### src/rtl/issue_pipe_sched.sv
// Issue scheduler: a single holding stage between decode and the execute pipes.
// The held instruction goes to exactly one capable, ready pipe. The pipe is
// picked round-robin from a pointer shared by all op classes. An op that no
// pipe can run is dropped with a one-cycle unsup pulse. Cycles spent holding
// a runnable op without issuing it are counted in a saturating stall counter.
module issue_pipe_sched #(
   parameter int p_num_pipes    = 3,
   parameter int p_seq_num_bits = 5,
   parameter int p_num_ops      = 7,
   parameter logic [p_num_pipes-1:0][p_num_ops-1:0] p_pipe_subsets = '1,
   localparam int p_idx_bits = (p_num_pipes < 2) ? 1 : $clog2(p_num_pipes)
) (
   input  logic                      clk,
   input  logic                      rst,
   input  logic                      in_val,
   output logic                      in_rdy,
   input  logic [p_num_ops-1:0]      in_op_vec,
   input  logic [p_seq_num_bits-1:0] in_seq_num,
   input  logic [p_num_pipes-1:0]    pipe_rdy,
   output logic [p_num_pipes-1:0]    pipe_val,
   output logic [p_seq_num_bits-1:0] out_seq_num,
   output logic [p_idx_bits-1:0]     out_pipe_idx,
   output logic                      unsup,
   output logic [15:0]               stall_cnt
);

   // One extra bit lets rr_ptr + offset run past the last pipe
   // before it is folded back into range.
   localparam logic [p_idx_bits:0]   num_pipes_ext = (p_idx_bits+1)'(p_num_pipes);
   localparam logic [p_idx_bits-1:0] last_idx      = p_idx_bits'(p_num_pipes - 1);

   logic                      hold_val;
   logic [p_num_ops-1:0]      hold_op;
   logic [p_seq_num_bits-1:0] hold_seq;
   logic [p_idx_bits-1:0]     rr_ptr;

   logic [p_num_pipes-1:0]    cap;
   logic [p_num_pipes-1:0]    elig;
   logic                      cap_any;
   logic                      grant_found;
   logic [p_idx_bits-1:0]     grant_idx;
   logic [p_idx_bits:0]       scan_idx;
   logic                      issue;
   logic                      accept;
   logic                      stall_inc;
   logic [p_idx_bits-1:0]     rr_ptr_next;

   // Which pipes can execute the held op class
   always_comb begin
      cap = '0;
      for (int j = 0; j < p_num_pipes; j++) begin
         cap[j] = |(p_pipe_subsets[j] & hold_op);
      end
   end

   assign elig    = {p_num_pipes{hold_val}} & cap & pipe_rdy;
   assign cap_any = |cap;

   // Round-robin scan starting at rr_ptr; first eligible pipe wins
   always_comb begin
      grant_found = 1'b0;
      grant_idx   = '0;
      scan_idx    = '0;
      for (int k = 0; k < p_num_pipes; k++) begin
         scan_idx = {1'b0, rr_ptr} + (p_idx_bits+1)'(k);
         if (scan_idx >= num_pipes_ext) begin
            scan_idx = scan_idx - num_pipes_ext;
         end
         if (!grant_found && elig[scan_idx[p_idx_bits-1:0]]) begin
            grant_found = 1'b1;
            grant_idx   = scan_idx[p_idx_bits-1:0];
         end
      end
   end

   // One-hot issue strobe toward the granted pipe
   always_comb begin
      pipe_val = '0;
      if (grant_found) begin
         pipe_val[grant_idx] = 1'b1;
      end
   end

   assign issue        = grant_found;
   assign unsup        = hold_val & ~cap_any;
   assign in_rdy       = ~hold_val | issue | unsup;
   assign accept       = in_val & in_rdy;
   assign stall_inc    = hold_val & cap_any & ~issue;
   assign out_seq_num  = hold_seq;
   assign out_pipe_idx = grant_idx;
   assign rr_ptr_next  = (grant_idx == last_idx) ? '0 : grant_idx + p_idx_bits'(1);

   // Holding register: refill on accept, otherwise empty once issued or dropped
   always_ff @(posedge clk) begin
      if (rst) begin
         hold_val <= 1'b0;
         hold_op  <= '0;
         hold_seq <= '0;
      end else if (accept) begin
         hold_val <= 1'b1;
         hold_op  <= in_op_vec;
         hold_seq <= in_seq_num;
      end else if (issue || unsup) begin
         hold_val <= 1'b0;
      end
   end

   // Pointer moves just past the granted pipe; it holds when nothing issues
   always_ff @(posedge clk) begin
      if (rst) begin
         rr_ptr <= '0;
      end else if (issue) begin
         rr_ptr <= rr_ptr_next;
      end
   end

   // Saturating count of cycles where a runnable op sat without issuing
   always_ff @(posedge clk) begin
      if (rst) begin
         stall_cnt <= '0;
      end else if (stall_inc && (stall_cnt != 16'hFFFF)) begin
         stall_cnt <= stall_cnt + 16'd1;
      end
   end

endmodule

### config.mk
export PLATFORM = sky130hd
export DESIGN_NAME = issue_pipe_sched
export DESIGN_NICKNAME = d
export VERILOG_FILES = /design/src/rtl/issue_pipe_sched.sv
export SDC_FILE = /design/constraint.sdc
export NUM_CORES = 1
export LEC_CHECK = 0
export CORE_UTILIZATION = 49
export CTS_CLUSTER_SIZE = 10
export DETAILED_ROUTE_END_ITERATION = 8
export PLACE_DENSITY = 0.82
export SLEW_MARGIN = 20
export SYNTH_ARGS = -nofsm -noshare
export SYNTH_HDL_FRONTEND = slang
export SYNTH_SLANG_ARGS = --single-unit
### constraint.sdc
create_clock -name clk -period 2.7 [get_ports clk]
set_input_delay 0.405 -clock clk [delete_from_list [all_inputs] [get_ports clk]]
set_output_delay 0.405 -clock clk [all_outputs]
set_load 0.01 [all_outputs]
==> flow_summary.json, run 1 <==
{
  "synth_xor_area_share_pct": 0,
  "path_cells": "inv_2 > ha_4 > buf_4 > a22oi_1 > nor2_2 > nor4_4 > buf_4 > buf_4 > a211oi_1 > buf_2",
  "status": "finished, final reports clean",
  "synth_compound_gate_area_share_pct": 25.1,
  "hp-class": "flop to flop",
  "seq_area_frac_synth_pct": 34.6,
  "fin_nets": 303,
  "syn_avg_cell_area_sq_um": 8.05,
  "p_sw_mw": 0.279,
  "cts_buffers": 5,
  "slew_headroom_pct": 53.0,
  "cts_sinks": 31,
  "clk_pin_slew_ps": 90,
  "dieArea_sq_um": 3910,
  "first_iter_violations": 125,
  "cp_slowest_cell": "dfxtp_2",
  "seqCellArea_sq_um": 626,
  "hold_viol_final": 0,
  "route.detailed.drc": 0,
  "rows": 21,
  "synth_top_area_share_pct": 34.6,
  "crit-reg2reg-launch": "rr_ptr[1]$_SDFFE_PP0P_",
  "tritoncts": "built",
  "startpoint_type": "flop",
  "fin_hold_ws_ps": 476,
  "total_power_mw": 0.964,
  "synth-simple-area-share_pct": 27.0,
  "die_w_um": 62.5,
  "fin_util_pct": 72.7,
  "synth.area.mux_share_pct": 2.51,
  "ir_drop_mv": 0.265,
  "io_pins": 46,
  "grt_max_degree": 25,
  "area_growth_pct": 38.4,
  "post-route-min-period_ps": 2580,
  "min_period_over_period_pct": 95.5,
  "ys_top_cells_by_area": "dfxtp_1, a21oi_1, o21ai_0",
  "internal-power_mw": 0.685,
  "synth_top_family_by_area": "simple AND/OR/NAND/NOR gates",
  "min_from": "hold_op[1]$_SDFFE_PP0P_",
  "antenna_cells": 0,
  "grt_pass1_wl_um": 7540,
  "cts_buffer_depth": 2,
  "cp_top_family": "buffers and inverters",
  "start_util_pct": 52.6,
  "endpoint_kind": "output pin",
  "gp_congestion": 0.825,
  "synth-seq-cells": 31,
  "cp_common_cell": "buf_4",
  "h-tree-depth": 2,
  "grt_overflow": 0,
  "dr.pass1.iters": 4,
  "syn_inst": 223,
  "fillCellCount": 261,
  "fmax_mhz": 388,
  "synthDistinctLibCells": 46,
  "drv_cap": 0,
  "tns_ps": 0,
  "synthAdderAreaFrac_pct": 2.65,
  "layout_common_cells": "clkdlybuf4s50_1, a21oi_1, dfxtp_1",
  "clock_latency_ps": 330,
  "detail_route.wl_per_cell_um": 13.6,
  "core-area_sq_um": 3420,
  "slew_violations": 0,
  "final_common_cell": "clkdlybuf4s50_1",
  "power.leakage_nw": 0.931,
  "cpPeakStageDelay_ps": 350,
  "crit_fanout": 8,
  "track_usage_pct": 23.6,
  "cp-startpoint": "rr_ptr[0]$_SDFFE_PP0P_",
  "crit_type": "flop to output pin",
  "die_y_um": 62.5,
  "skew_ps": 13.1,
  "drtAntennaViolNets": 0,
  "vias": 1891,
  "hpwl_um": 2970,
  "worst-slew-pin-transition_ps": 703,
  "dominantRegCellSynth": "dfxtp_1",
  "seq_power_share_pct": 49.8,
  "power_density_nw_per_um2": 388,
  "combPwrFrac_pct": 23.4,
  "holdBufCountCts": 0,
  "clkPwrFrac_pct": 26.8,
  "multi_input_area_sq_um": 1090,
  "first_global_vias": 1727,
  "drt_wl_total_um": 4490,
  "synth.cell_area_sq_um": 1800,
  "switching_share_pct": 28.9,
  "ctsRootBufferMaster": "clkbuf_4",
  "required_ps": 2300,
  "ys_warn_count": 0,
  "antenna_found_initial": 0,
  "synth_edf_count": 0,
  "async_reset_ff_share_pct": 0,
  "io_buffers": 45,
  "critPathBufInv": 5,
  "drive_above_1_share_pct": 19.8,
  "viasPerCell": 5.75,
  "yosys.area.top_type": "dfxtp_1",
  "synth.net_count": 244,
  "setup_viol": 0,
  "crit_arrival_ps": 2170
}
[routing by layer]
layer	up-vias	wire, um	global-route usage [%]
met1	886	2090	29.1
met3	6	209	6.02
met2	56	2130	38.7
met5	-	0	0
li1	943	-	-
met4	0	57	9.88
[timing repair]
item	4_1_cts	5_1_grt
buffers inserted	3	5
resized for setup	23	8
pin swaps	6	3
endpoints found under the setup margin	6	1
[power groups by stage]
stage          Combinational [mW]  Clock, mW  Sequential (mW)
2_1_floorplan               0.111          0            0.490
3_3_place_gp                0.191          0            0.489
3_5_place_dp                0.195          0            0.490
4_1_cts                     0.213      0.270            0.480
5_1_grt                     0.247      0.290            0.482
6_report                    0.226      0.259            0.480
[per-stage QoR]
step,cells,setup WS [ps],cell area [sq um]
2_1_floorplan,223,230,1800
3_3_place_gp,313,-59.8,2330
3_5_place_dp,313,-132,2330
4_1_cts,324,80.3,2450
5_1_grt,329,-2.71,2480
6_report,329,121,2480
[layout make-up]
class | count | share of cell area, %
multi-input cells | 163 | 43.8
flip-flops and latches | 31 | 25.2
repair buffers | 70 | 24.9
well taps | 46 | 2.32
clock buffers | 7 | 1.81
inverters | 11 | 1.76
clock inverters | 1 | 0.201
[worst reg2reg max path: cells and delay by family (launching register included)]
| family | cells | cell delay [ps] |
|---|---|---|
| compound gates | 2 | 250 |
| fa+ha+maj | 2 | 370 |
| buf+inv | 5 | 660 |
| flops | 1 | 370 |
| mux | 1 | 370 |
| simple gates | 1 | 350 |
[cell families (layout without fill, tap and decap cells)]
family	Yosys count	in the layout
buffers and inverters	29	89
AOI/OAI and AO/OA	74	74
DFF	31	31
adders and majority gates	4	4
and+or+nand+nor	81	81
muxes	4	4
[sequential cells by signal (all words and copies together) (netlist names)]
signal       count
rr_ptr           2
hold_val         1
stall_cnt       16
hold_op          7
out_seq_num      5
[cells in the mapped netlist (2+ instances only)]
library cell and count:
buf_6 4, nand2b_1 3, nor3_1 3, ha_1 3
inv_1 10, dfxtp_1 31, nor2_1 11, nand4_1 4
nand2_1 4, nor2b_1 5, a211o_1 2, or4_1 10
and3_1 5, nand3_1 17, clkbuf_1 11, and2_1 3
o41ai_1 2, a21oi_1 30, nor4_1 3, nor3b_1 3
o31ai_1 8, mux2_2 3, nor4b_1 2, or3_1 2
o21ai_0 22, buf_2 2
[final timing paths]
kind / to / slack (ps) / cells after the start
hold reg to reg: hold_op[1]$_SDFFE_PP0P_ / 480 / 2
setup / recovery: pipe_val[0] / 120 / 10
setup reg to reg: stall_cnt[12]$_SDFFE_PP0P_ / 240 / 11
hold / removal: hold_op[1]$_SDFFE_PP0P_ / 480 / 2
Note: power is estimated with default switching activity, not from simulation.
==> inputs of run 2 (changes only) <==
Settings changed: CORE_UTILIZATION 49 to 50, CTS_BUF_LIST from default to sky130_fd_sc_hd__clkbuf_2, PLACE_DENSITY 0.82 to 0.83.
==> run 2 against run 1 <==
  * Non-clock buffer count decreased by 7
  * Global-route usage increased by 0.058 points
  * Setup slack improved by 19 ps
  * Fmax increased by 0.74%
  * Utilization decreased by 2.1 points
  * Sequential share of layout area increased by 0.84 points
  * Critical path type unchanged
  * Largest power group unchanged
==> flow_summary.json, run 2 (synthesis results as in run 1) <==
{
  "hp-class": "flop to flop",
  "p_sw_mw": 0.264,
  "cts_buffers": 5,
  "io_pins": 46,
  "grt_max_degree": 25,
  "power.leakage_nw": 0.875,
  "crit-reg2reg-launch": "rr_ptr[1]$_SDFFE_PP0P_",
  "worst-slew-pin-transition_ps": 514,
  "cp_top_family": "buffers and inverters",
  "detail_route.wl_per_cell_um": 13.3,
  "internal-power_mw": 0.633,
  "cts_sinks": 31,
  "grt_overflow": 0,
  "grt_pass1_wl_um": 6820,
  "crit_type": "flop to output pin",
  "slew_headroom_pct": 65.6,
  "io_buffers": 45,
  "required_ps": 2300,
  "start_util_pct": 53.0,
  "whs_path_depth": 2,
  "fin_nets": 296,
  "power_density_nw_per_um2": 374,
  "total_power_mw": 0.897,
  "top_register": "stall_cnt",
  "fin_hold_ws_ps": 483,
  "endpoint_kind": "output pin",
  "startpoint_type": "flop",
  "critPathBufInv": 4,
  "hold_end": "out_seq_num[0]$_SDFFE_PP0P_",
  "vias": 1879,
  "route.detailed.drc": 0,
  "cp_common_cell": "inv_1",
  "first_global_vias": 1587,
  "crit_arrival_ps": 2150,
  "combPwrFrac_pct": 22.1,
  "layout_common_cells": "clkdlybuf4s50_1, a21oi_1, dfxtp_1",
  "largest_reg_flops": 16,
  "hpwl_um": 3040,
  "setup_viol": 0,
  "first_iter_violations": 108,
  "post-route-min-period_ps": 2560,
  "clock_latency_ps": 360,
  "drtAntennaViolNets": 0,
  "core-area_sq_um": 3390,
  "fmax_mhz": 391,
  "switching_share_pct": 29.4,
  "die_y_um": 61.9,
  "ir_drop_mv": 0.251,
  "fin_cells": 322,
  "drt_wl_total_um": 4270,
  "cts_buffer_depth": 2,
  "antenna_found_initial": 0,
  "holdBufCountCts": 0,
  "clk_pin_slew_ps": 150,
  "ctsRootBufferMaster": "clkbuf_2",
  "hold_viol_final": 0,
  "crit_fanout": 13,
  "min_from": "out_seq_num[0]$_SDFFE_PP0P_",
  "placedCellCount": 313,
  "fillCellCount": 278,
  "h-tree-depth": 2,
  "reg2regPathDepth": 10,
  "gp_congestion": 0.822,
  "seq_power_share_pct": 53.6,
  "postLayoutCellArea_sq_um": 2390,
  "track_usage_pct": 23.6,
  "cp_slowest_cell": "dfxtp_2",
  "r2r_end": "stall_cnt[9]$_SDFFE_PP0P_",
  "placed_area_sq_um": 2330,
  "viasPerCell": 5.84,
  "reg2reg_slack_ps": 310,
  "drv_cap": 0,
  "cpPeakStageDelay_ps": 360,
  "min_period_over_period_pct": 94.8,
  "path_cells": "inv_1 > ha_4 > buf_4 > nor3b_2 > a32o_1 > a21oi_1 > o21ai_2 > inv_1 > dlygate4sd2_1",
  "tritoncts": "built",
  "die_w_um": 61.9,
  "seqCellArea_sq_um": 623,
  "drive_above_1_share_pct": 15.6,
  "rows": 21,
  "status": "finished, final reports clean",
  "clkPwrFrac_pct": 24.2,
  "final_common_cell": "clkdlybuf4s50_1",
  "slew_violations": 0,
  "dieArea_sq_um": 3830,
  "area_growth_pct": 33.4,
  "skew_ps": 12.2,
  "multi_input_area_sq_um": 1060,
  "dr.pass1.iters": 4,
  "antenna_cells": 0
}
==> run 2: changes by cell type in the layout (fill, tap and decap cells not counted), sizes merged <==
cell	change
dlymetal6s2s	-1
clkbuf	-3
clkdlybuf4s50	+1
clkinv	+1
dlygate4sd2	+1
clkdlybuf4s15	+1
buf	-7
==> run 2: per-stage QoR <==
stage	TNS, ps	util, %	setup WS [ps]
final	0	70.7	140
after global routing	-5.17	70.7	-5.17
after CTS	0	70.4	2.77
after detailed placement	-293	68.7	-84.8
after global placement	-64.8	68.7	-32.5
after floorplan	0	-	230
==> run 2: power by group through the flow <==
stage / registers, mW / logic (mW) / clock network [mW]
5_1_grt: 0.483 / 0.217 / 0.250
2_1_floorplan: 0.490 / 0.111 / 0
3_5_place_dp: 0.490 / 0.191 / 0
6_report: 0.481 / 0.199 / 0.217
4_1_cts: 0.481 / 0.195 / 0.226
3_3_place_gp: 0.489 / 0.187 / 0
==> run 2: worst reg2reg max path, cell delays in order, from the launching register on <==
cell      delay (ps)
dfxtp_2          400
inv_1             60
ha_2             240
nor3_1           220
o21bai_1         150
a21oi_4          210
inv_4             50
buf_4            190
buf_4            160
or4_1            510
a21oi_1          160
==> run 2: worst max path at each step <==
stage | from | to | cells after the start
floorplan | rr_ptr[0]$_SDFFE_PP0P_ | pipe_val[0] | 8
detailed placement | pipe_rdy[2] | out_pipe_idx[1] | 7
CTS | rr_ptr[0]$_SDFFE_PP0P_ | pipe_val[0] | 8
global route | rr_ptr[0]$_SDFFE_PP0P_ | out_pipe_idx[0] | 9
finish | rr_ptr[0]$_SDFFE_PP0P_ | out_pipe_idx[0] | 9
global placement | pipe_rdy[2] | out_pipe_idx[1] | 7
==> run 2: metal layers <==
| metal | global-route usage, % | vias to the layer above | share of wire [%] |
|---|---|---|---|
| met3 | 7.87 | 4 | 5.4 |
| met2 | 39.5 | 47 | 49 |
| li1 | - | 931 | - |
| met1 | 29.4 | 897 | 45 |
| met4 | 6.03 | 0 | 0.82 |
| met5 | 0 | - | 0 |
==> run 2: repair_timing <==
item / CTS / global route
setup buffers: 1 / 0
resized for setup: 13 / 5
hold endpoints to repair: 0 / 0
cloned: 0 / 0
pin swaps: 1 / 2
setup endpoints to repair: 6 / 4
==> run 2: area by class of cell <==
| class | count | area share [%] |
|---|---|---|
| clock buffer | 6 | 1.25 |
| clock inverter | 2 | 0.313 |
| inverter | 11 | 1.83 |
| multi-input combinational | 163 | 44.1 |
| sequential | 31 | 26.0 |
| tap | 46 | 2.40 |
| timing repair buffer | 63 | 24.0 |
